$ cat config.mk
export PLATFORM = sky130hd
export DESIGN_NAME = traffic_conflict_monitor
export DESIGN_NICKNAME = d
export VERILOG_FILES = /design/src/rtl/traffic_conflict_monitor.sv
export SDC_FILE = /design/constraint.sdc
export NUM_CORES = 1
export LEC_CHECK = 0
export ABC_AREA = 1
export BUFFER_PORTS_ARGS = -buffer_cell sky130_fd_sc_hd__buf_2
export CAP_MARGIN = 10
export CORE_MARGIN = 3
export CORE_UTILIZATION = 50
export DETAILED_ROUTE_END_ITERATION = 16
export PLACE_DENSITY_LB_ADDON = 0.12
export SYNTH_ARGS = -nofsm -noshare
export SYNTH_HDL_FRONTEND = slang
export SYNTH_SLANG_ARGS = --single-unit
$ cat constraint.sdc
create_clock -name clk -period 1.5 [get_ports clk]
set_input_delay 0.45 -clock clk [delete_from_list [all_inputs] [get_ports clk]]
set_output_delay 0.45 -clock clk [all_outputs]
set_load 0.05 [all_outputs]
$ cat src/rtl/traffic_conflict_monitor.sv
// Safety monitor between the signal controller and the lamp drivers; latches the first fault and forces safe lamp states.
// Latency: one cycle of pass-through from the lamp inputs to the safe outputs. No backpressure; the inputs are sampled every cycle.
// Optional MONITOR_FLASH_EN makes both lights flash RED/DARK while a fault is held (the default is steady RED).
module traffic_conflict_monitor #(
  parameter int MIN_YELLOW_CYC = 3,
  parameter int MAX_GREEN_CYC  = 200,
  parameter int CONFIRM_CYC    = 2,
  parameter int FLASH_HALF_CYC = 50
) (
  input  logic       clk,
  input  logic       reset,
  input  logic [1:0] light_ns,
  input  logic [1:0] light_ew,
  input  logic [1:0] pedestrian_signal,
  input  logic       fault_clr,
  output logic [1:0] safe_light_ns,
  output logic [1:0] safe_light_ew,
  output logic [1:0] safe_ped,
  output logic       fault,
  output logic [2:0] fault_code
);

  localparam logic [1:0] RED    = 2'b00;
  localparam logic [1:0] YELLOW = 2'b01;
  localparam logic [1:0] GREEN  = 2'b10;
  localparam logic [1:0] BAD    = 2'b11;
  localparam logic [1:0] WALK   = 2'b10;

  localparam int CW = $clog2(CONFIRM_CYC + 1);
  localparam int YW = $clog2(MIN_YELLOW_CYC + 1);
  localparam int GW = $clog2(MAX_GREEN_CYC + 1);
  localparam logic [CW-1:0] C_MAX  = CW'(CONFIRM_CYC);
  localparam logic [CW-1:0] C_LAST = CW'(CONFIRM_CYC - 1);
  localparam logic [YW-1:0] Y_MAX  = YW'(MIN_YELLOW_CYC);
  localparam logic [GW-1:0] G_MAX  = GW'(MAX_GREEN_CYC);
  localparam logic [GW-1:0] G_LAST = GW'(MAX_GREEN_CYC - 1);

  if (FLASH_HALF_CYC < 1) begin : g_bad_flash
    $error("FLASH_HALF_CYC must be at least 1");
  end

  // Index 0 is NS, index 1 is EW.
  logic [1:0]    lt_q    [2];
  logic [1:0]    lt_prev [2];
  logic [1:0]    ped_q;
  logic [CW-1:0] pcnt    [1:3];
  logic [YW-1:0] ycnt    [2];
  logic [GW-1:0] gcnt    [2];

  logic [3:1] lvl;
  logic [6:1] qual;
  logic [2:0] code_new;
  logic       any_qual, clr_req, latch_evt, clr_evt;

  function automatic logic illegal_step(input logic [1:0] from, input logic [1:0] to);
    return (from == GREEN  && to == RED)   ||
           (from == YELLOW && to == GREEN) ||
           (from == RED    && to == YELLOW);
  endfunction

  always_comb begin
    lvl[1] = (lt_q[0] != RED) && (lt_q[1] != RED);
    lvl[2] = (ped_q == WALK) && ((lt_q[0] != RED) || (lt_q[1] != RED));
    lvl[3] = (lt_q[0] == BAD) || (lt_q[1] == BAD) || (ped_q == BAD);
    qual = '0;
    for (int i = 1; i <= 3; i++) begin
      qual[i] = lvl[i] && (pcnt[i] >= C_LAST);
    end
    for (int l = 0; l < 2; l++) begin
      qual[4] = qual[4] | illegal_step(lt_prev[l], lt_q[l]);
      qual[5] = qual[5] | ((lt_prev[l] == YELLOW) && (lt_q[l] == RED) && (ycnt[l] < Y_MAX));
      qual[6] = qual[6] | ((lt_q[l] == GREEN) && (gcnt[l] >= G_LAST));
    end
    code_new = 3'd0;
    for (int c = 6; c >= 1; c--) begin
      if (qual[c]) code_new = 3'(c);
    end
    any_qual  = |qual;
    clr_req   = fault && fault_clr && !(|lvl);
    // A clear request that coincides with a fresh cause re-latches instead of clearing.
    latch_evt = any_qual && (!fault || clr_req);
    clr_evt   = clr_req && !any_qual;
  end

  always_ff @(posedge clk or negedge reset) begin
    if (!reset) begin
      ped_q      <= 2'b00;
      fault      <= 1'b0;
      fault_code <= 3'd0;
      for (int l = 0; l < 2; l++) begin
        lt_q[l]    <= RED;
        lt_prev[l] <= RED;
        ycnt[l]    <= '0;
        gcnt[l]    <= '0;
      end
      for (int i = 1; i <= 3; i++) pcnt[i] <= '0;
    end else begin
      lt_q[0] <= light_ns;
      lt_q[1] <= light_ew;
      ped_q   <= pedestrian_signal;
      for (int l = 0; l < 2; l++) lt_prev[l] <= lt_q[l];

      if (latch_evt) begin
        fault      <= 1'b1;
        fault_code <= code_new;
      end else if (clr_evt) begin
        fault      <= 1'b0;
        fault_code <= 3'd0;
      end

      if (clr_evt) begin
        for (int l = 0; l < 2; l++) begin
          ycnt[l] <= '0;
          gcnt[l] <= '0;
        end
        for (int i = 1; i <= 3; i++) pcnt[i] <= '0;
      end else begin
        for (int i = 1; i <= 3; i++) begin
          if (!lvl[i])              pcnt[i] <= '0;
          else if (pcnt[i] != C_MAX) pcnt[i] <= pcnt[i] + 1'b1;
        end
        for (int l = 0; l < 2; l++) begin
          if (lt_q[l] != YELLOW)     ycnt[l] <= '0;
          else if (ycnt[l] != Y_MAX) ycnt[l] <= ycnt[l] + 1'b1;
          if (lt_q[l] != GREEN)      gcnt[l] <= '0;
          else if (gcnt[l] != G_MAX) gcnt[l] <= gcnt[l] + 1'b1;
        end
      end
    end
  end

`ifdef MONITOR_FLASH_EN
  localparam int FW = $clog2(FLASH_HALF_CYC + 1);
  localparam logic [FW-1:0] F_LAST = FW'(FLASH_HALF_CYC - 1);

  logic [FW-1:0] flash_cnt;
  logic          flash_dark;

  always_ff @(posedge clk or negedge reset) begin
    if (!reset) begin
      flash_cnt  <= '0;
      flash_dark <= 1'b0;
    end else if (latch_evt) begin
      flash_cnt  <= '0;
      flash_dark <= 1'b0;
    end else if (fault) begin
      if (flash_cnt == F_LAST) begin
        flash_cnt  <= '0;
        flash_dark <= ~flash_dark;
      end else begin
        flash_cnt <= flash_cnt + 1'b1;
      end
    end
  end
`endif

  always_comb begin
    safe_light_ns = lt_q[0];
    safe_light_ew = lt_q[1];
    safe_ped      = ped_q;
    if (fault) begin
      safe_ped = 2'b00;
`ifdef MONITOR_FLASH_EN
      safe_light_ns = flash_dark ? BAD : RED;
      safe_light_ew = flash_dark ? BAD : RED;
`else
      safe_light_ns = RED;
      safe_light_ew = RED;
`endif
    end
  end

endmodule

# Word level (Yosys, flattened, before mapping)
# Cells that the tools add are included.
[word_totals]
mem_bits_ro = 0
mem_count = 0
latchBits = 0
reg_bits = 40
mem_bits_rw = 0
output_inout_bits = 10
[classes]
mux = 30
reduce_logical = 45
n_bitwise = 3
n_shift = 0
div = 0
n_lt_le_gt_ge = 7
add_sub_neg = 7
n_mul = 0
n_eq_ne = 26
[ops]
columns = ["op", "n"]
rows = [
  ["8-bit two-way mux", 4],
  ["2-bit two-way mux", 13],
  ["3-bit two-way mux", 8],
  ["1-bit logical AND", 21],
  ["8-bit by 1-bit adder with 8-bit output (second input constant)", 2],
  ["2-bit == test (second input constant)", 8],
  ["8-bit >= comparator (second input constant)", 2],
  ["16-bit two-way mux", 1],
  ["8-bit != test (second input constant)", 2],
  ["2-bit != test (second input constant)", 7],
  ["3-bit nonzero test", 4],
  ["2-bit by 1-bit adder with 2-bit output (second input constant)", 5],
  ["3-bit by 1-bit != test with 1-bit output (second input constant)", 3],
  ["2-bit by 1-bit == test with 1-bit output (second input constant)", 4],
  ["2-bit zero test", 4],
  ["1-bit logical OR", 8],
  ["2-bit by 1-bit >= comparator with 1-bit output (second input constant)", 3],
  ["6-bit two-way mux", 1],
  ["2-bit nonzero test", 3],
  ["6-bit OR reduction", 1],
  ["2-bit less-than comparator (second input constant)", 2],
  ["4-bit two-way mux", 1],
  ["2-bit by 1-bit != test with 1-bit output (second input constant)", 2],
  ["1-bit zero test", 3],
  ["3 further kinds", 6],
]

# Logic depth before layout (Yosys ltp)
[logic_depth]
depth_word = 10
mapped_depth = 11
mapped_depth_nobuf = 11

# Least setup slack after synthesis
# OpenSTA, ideal clock, no wires.
[synth_path]
path_kind = "register to output"
start = "reg fault"
end = "out safe_light_ew[0]"
path_buffers = 1
arrival_time_ns = 1.454
stages_incl_launch_ff = 3
required_ns = 1.050
slack_ns = -0.404
path_cell_list = "dfrtp_1 > buf_2 > nor2_1"
[synth_between]
elab_chain_len = 1
[synth_rtl]
columns = ["element", "line", "source"]
rows = [
  ["from (decl)", "19", "output logic fault,"],
  ["from (signal assigned)", "88", "fault <= 1'b0;"],
  ["from (signal assigned)", "104", "fault <= 1'b1;"],
  ["from (signal assigned)", "107", "fault <= 1'b0;"],
  ["2-bit two-way mux", "161", "if (fault) begin"],
  ["to (decl)", "17", "output logic [1:0] safe_light_ew,"],
]
# No other way between the ends.

# Worst setup path after layout
[layout_path]
start = "reg lt_q[0] in the netlist's numbering"
end = "out safe_light_ew[0]"
[layout_between]
elab_chain_len = 1
[layout_rtl]
columns = ["element", "line", "source"]
rows = [
  ["from (decl)", "43", "logic [1:0] lt_q [2];"],
  ["2-bit two-way mux", "161", ""],
]
# No other way between the ends.

==> results.cfg <==
[outcome]
run_status = finished, violations left
violations = setup timing

[detailed_routing]
wl_um = 5230
met3_wirelength_um = 146
via_per_inst = 4.87
dr_wl_met2_um = 2690
route.top_layer_used = met4
via_count = 1998
drc = 0
met1_length_um = 2270
drt_iter0_drc = 80
post_drt_wl_per_cell_um = 12.8
postRouteAntennaNets = 0
drt-pass1-iter-count = 4

[worst_setup_path]
setup.worst_path.start_class = flip-flop
crit_type = flip-flop to primary output
end_kind = primary output
cp.arrival_ns = 1.21
crit_path_max_fanout = 5
regToRegSetupSlack_ns = -0.13
required_ns = 1.05

[sta]
slew_viol_final = 0
setup_violations = 30
relSlewSlack_pct = 83.7
post-route-min-period_ns = 1.66
post-route-period-util_pct = 111
finalHoldViolations = 0
worst_pin_slew_ns = 0.244
grt_setup_unrepaired = true
setup_slack_ns = -0.158
max_freq_mhz = 603
clock_skew_ns = 0.00676

[final_layout]
instances_no_fill = 410
fill_cells = 280
postLayoutCellArea_mm2 = 0.00320
antenna_cells = 0
fin_nets = 380
area_growth_pct = 43.0
drive_gt1_share_pct = 38.9

[pwr]
ir_worst_vdd_uv = 856
power_density_mw_per_mm2 = 1170
p_leak_nw = 1.69

[clock_network]
cts_root_buf = clkbuf_8
clk_pin_slew_ns = 0.08
cts_tree = done
clockBufferDepth = 2
clkLatencyLatePin_ns = 0.30
htreeDepth = 2
cts_made_buffers = 5
clock_sinks = 40

[grt]
grt_pass1_wl_um = 8050
grt_start_max_net_pins = 41
antenna_found_initial = 0
grt_util_all_layers_pct = 19.9
overflow = 0
grt_pass1_vias = 1903

[placement]
dp_cells = 393
gp_congestion = 0.844
place_area_mm2 = 0.00272
dp_hpwl_um = 3330
io_buffers = 18

[synthesis]
syn-cell-area_mm2 = 0.00224
synth_edf_count = 0
ys_ff_latch = 40
syn-num-nets = 306
yosysWarnings = 0
async_flop_share_pct = 100
syn_inst = 285
synth_cell_type_count = 27
syn_area_per_cell_um2 = 7.85
ys_seq_area_share_pct = 44.8
ys.flop_type = dfrtp_1

[die]
coreArea_mm2 = 0.00414
dieArea_mm2 = 0.00531
rows = 23
start_util_pct = 54.0
die_w_um = 72.9
io_pins = 19
die_h_um = 72.9

[worst_hold_path]
worstHoldPathType = input pin to asynchronous set/reset pin

[run]
maxCapViolations = 0
==> final timing paths <==
check                            startpoint          endpoint  cells after the start
worst max-delay path                lt_q[0]  safe_light_ew[0]                      4
worst min-delay path                  reset          gcnt[12]                      2
worst max register to register      lt_q[1]           ycnt[0]                     10
worst min register to register      lt_q[2]        lt_prev[2]                      0
max in group asynchronous             reset           lt_q[2]                      2
min in group clk                light_ew[0]           lt_q[0]                      1
==> registers in the layout, indices dropped and copies added, names as in the netlist <==
register,cells
fault,1
fault_code,3
gcnt,16
lt_prev,4
lt_q,4
pcnt,6
ped_q,2
ycnt,4
==> layout by cell type, fill, tap and decap left out, drive strengths merged <==
| cell type | n |
|---|---|
| a211oi | 1 |
| a21o | 1 |
| a21oi | 3 |
| buf | 67 |
| bufinv | 1 |
| clkbuf | 6 |
| clkinv | 1 |
| dfrtp | 40 |
| ha | 12 |
| inv | 48 |
| mux2i | 2 |
| nand2 | 68 |
| nand3 | 25 |
| nand3b | 1 |
| nand4 | 2 |
| nor2 | 58 |
| nor3 | 2 |
| nor3b | 3 |
| o21ai | 5 |
| o21bai | 1 |
| or2 | 1 |
| xnor2 | 2 |
| xor2 | 10 |
==> per-layer routing <==
metal	GRT usage, %	up-vias
met3	3.31	13
met4	7.99	0
met5	0	-
met1	24.9	926
li1	-	1023
met2	34.2	36
==> metrics by stage <==
stage	setup slack [ns]	power, W	utilization (%)	hold WS [ns]	setup TNS [ns]
5_1_grt	-0.255	0.00395	77.1	0.114	-6.18
3_3_place_gp	-0.125	0.00247	65.5	0.434	-1.80
4_1_cts	-0.117	0.00356	72.0	0.110	-2.48
6_report	-0.158	0.00374	77.1	0.104	-3.09
2_1_floorplan	-0.0685	0.00211	-	0.154	-0.411
3_5_place_dp	-0.159	0.00250	65.5	0.431	-2.48
==> where the power goes <==
group          internal [W]  switching (W)
Combinational      0.000619       0.000949
Clock              0.000494       0.000382
Sequential          0.00120      0.0000949
==> timing repair <==
item,in CTS,in global routing
gates cloned,2,0
hold buffers,0,0
gates resized for setup,38,49
endpoints found under the setup margin,31,31
buffers inserted,1,6
pin swaps,5,21
==> worst max-delay path: stages (launching register included) <==
cell	delay, ns
dfrtp_2	0.46
inv_2	0.07
buf_4	0.15
nor2_4	0.08
buf_6	0.16
==> final cells by class <==
class,instances,area (µm²),share of cell area [%]
multi-input cells,197,1290,40.4
flip-flops and latches,40,1010,31.5
repair buffers,67,548,17.1
inverters,48,180,5.64
clock buffers,6,72.6,2.27
well taps,50,62.6,1.96
clock inverters,2,35.0,1.10
==> Yosys cell counts (3+ instances only) <==
cell type | n | area share (%)
nand2_2 | 3 | 0.84
nor2_2 | 6 | 1.7
a21oi_1 | 3 | 0.67
ha_1 | 12 | 6.7
dfrtp_1 | 40 | 45
nand3_2 | 3 | 1.3
xor2_1 | 10 | 3.9
o21ai_0 | 4 | 0.90
nand3_1 | 19 | 4.3
inv_1 | 47 | 7.9
nor3b_1 | 3 | 1.0
nor2_1 | 52 | 8.7
nand2_1 | 65 | 11
==> logic make-up after synthesis <==
logic type                 count (synthesis)  synth area share, %
DFF                                       40                 44.8
and+or+nand+nor                          158                 31.2
xor gates and xnor gates                  12                 4.70
adders and majority gates                 12                 6.71
muxes                                      2                0.895
buffers and inverters                     50                 8.79
AOI/OAI and AO/OA                         11                 2.97
Note: power is estimated with default switching activity, not from simulation.
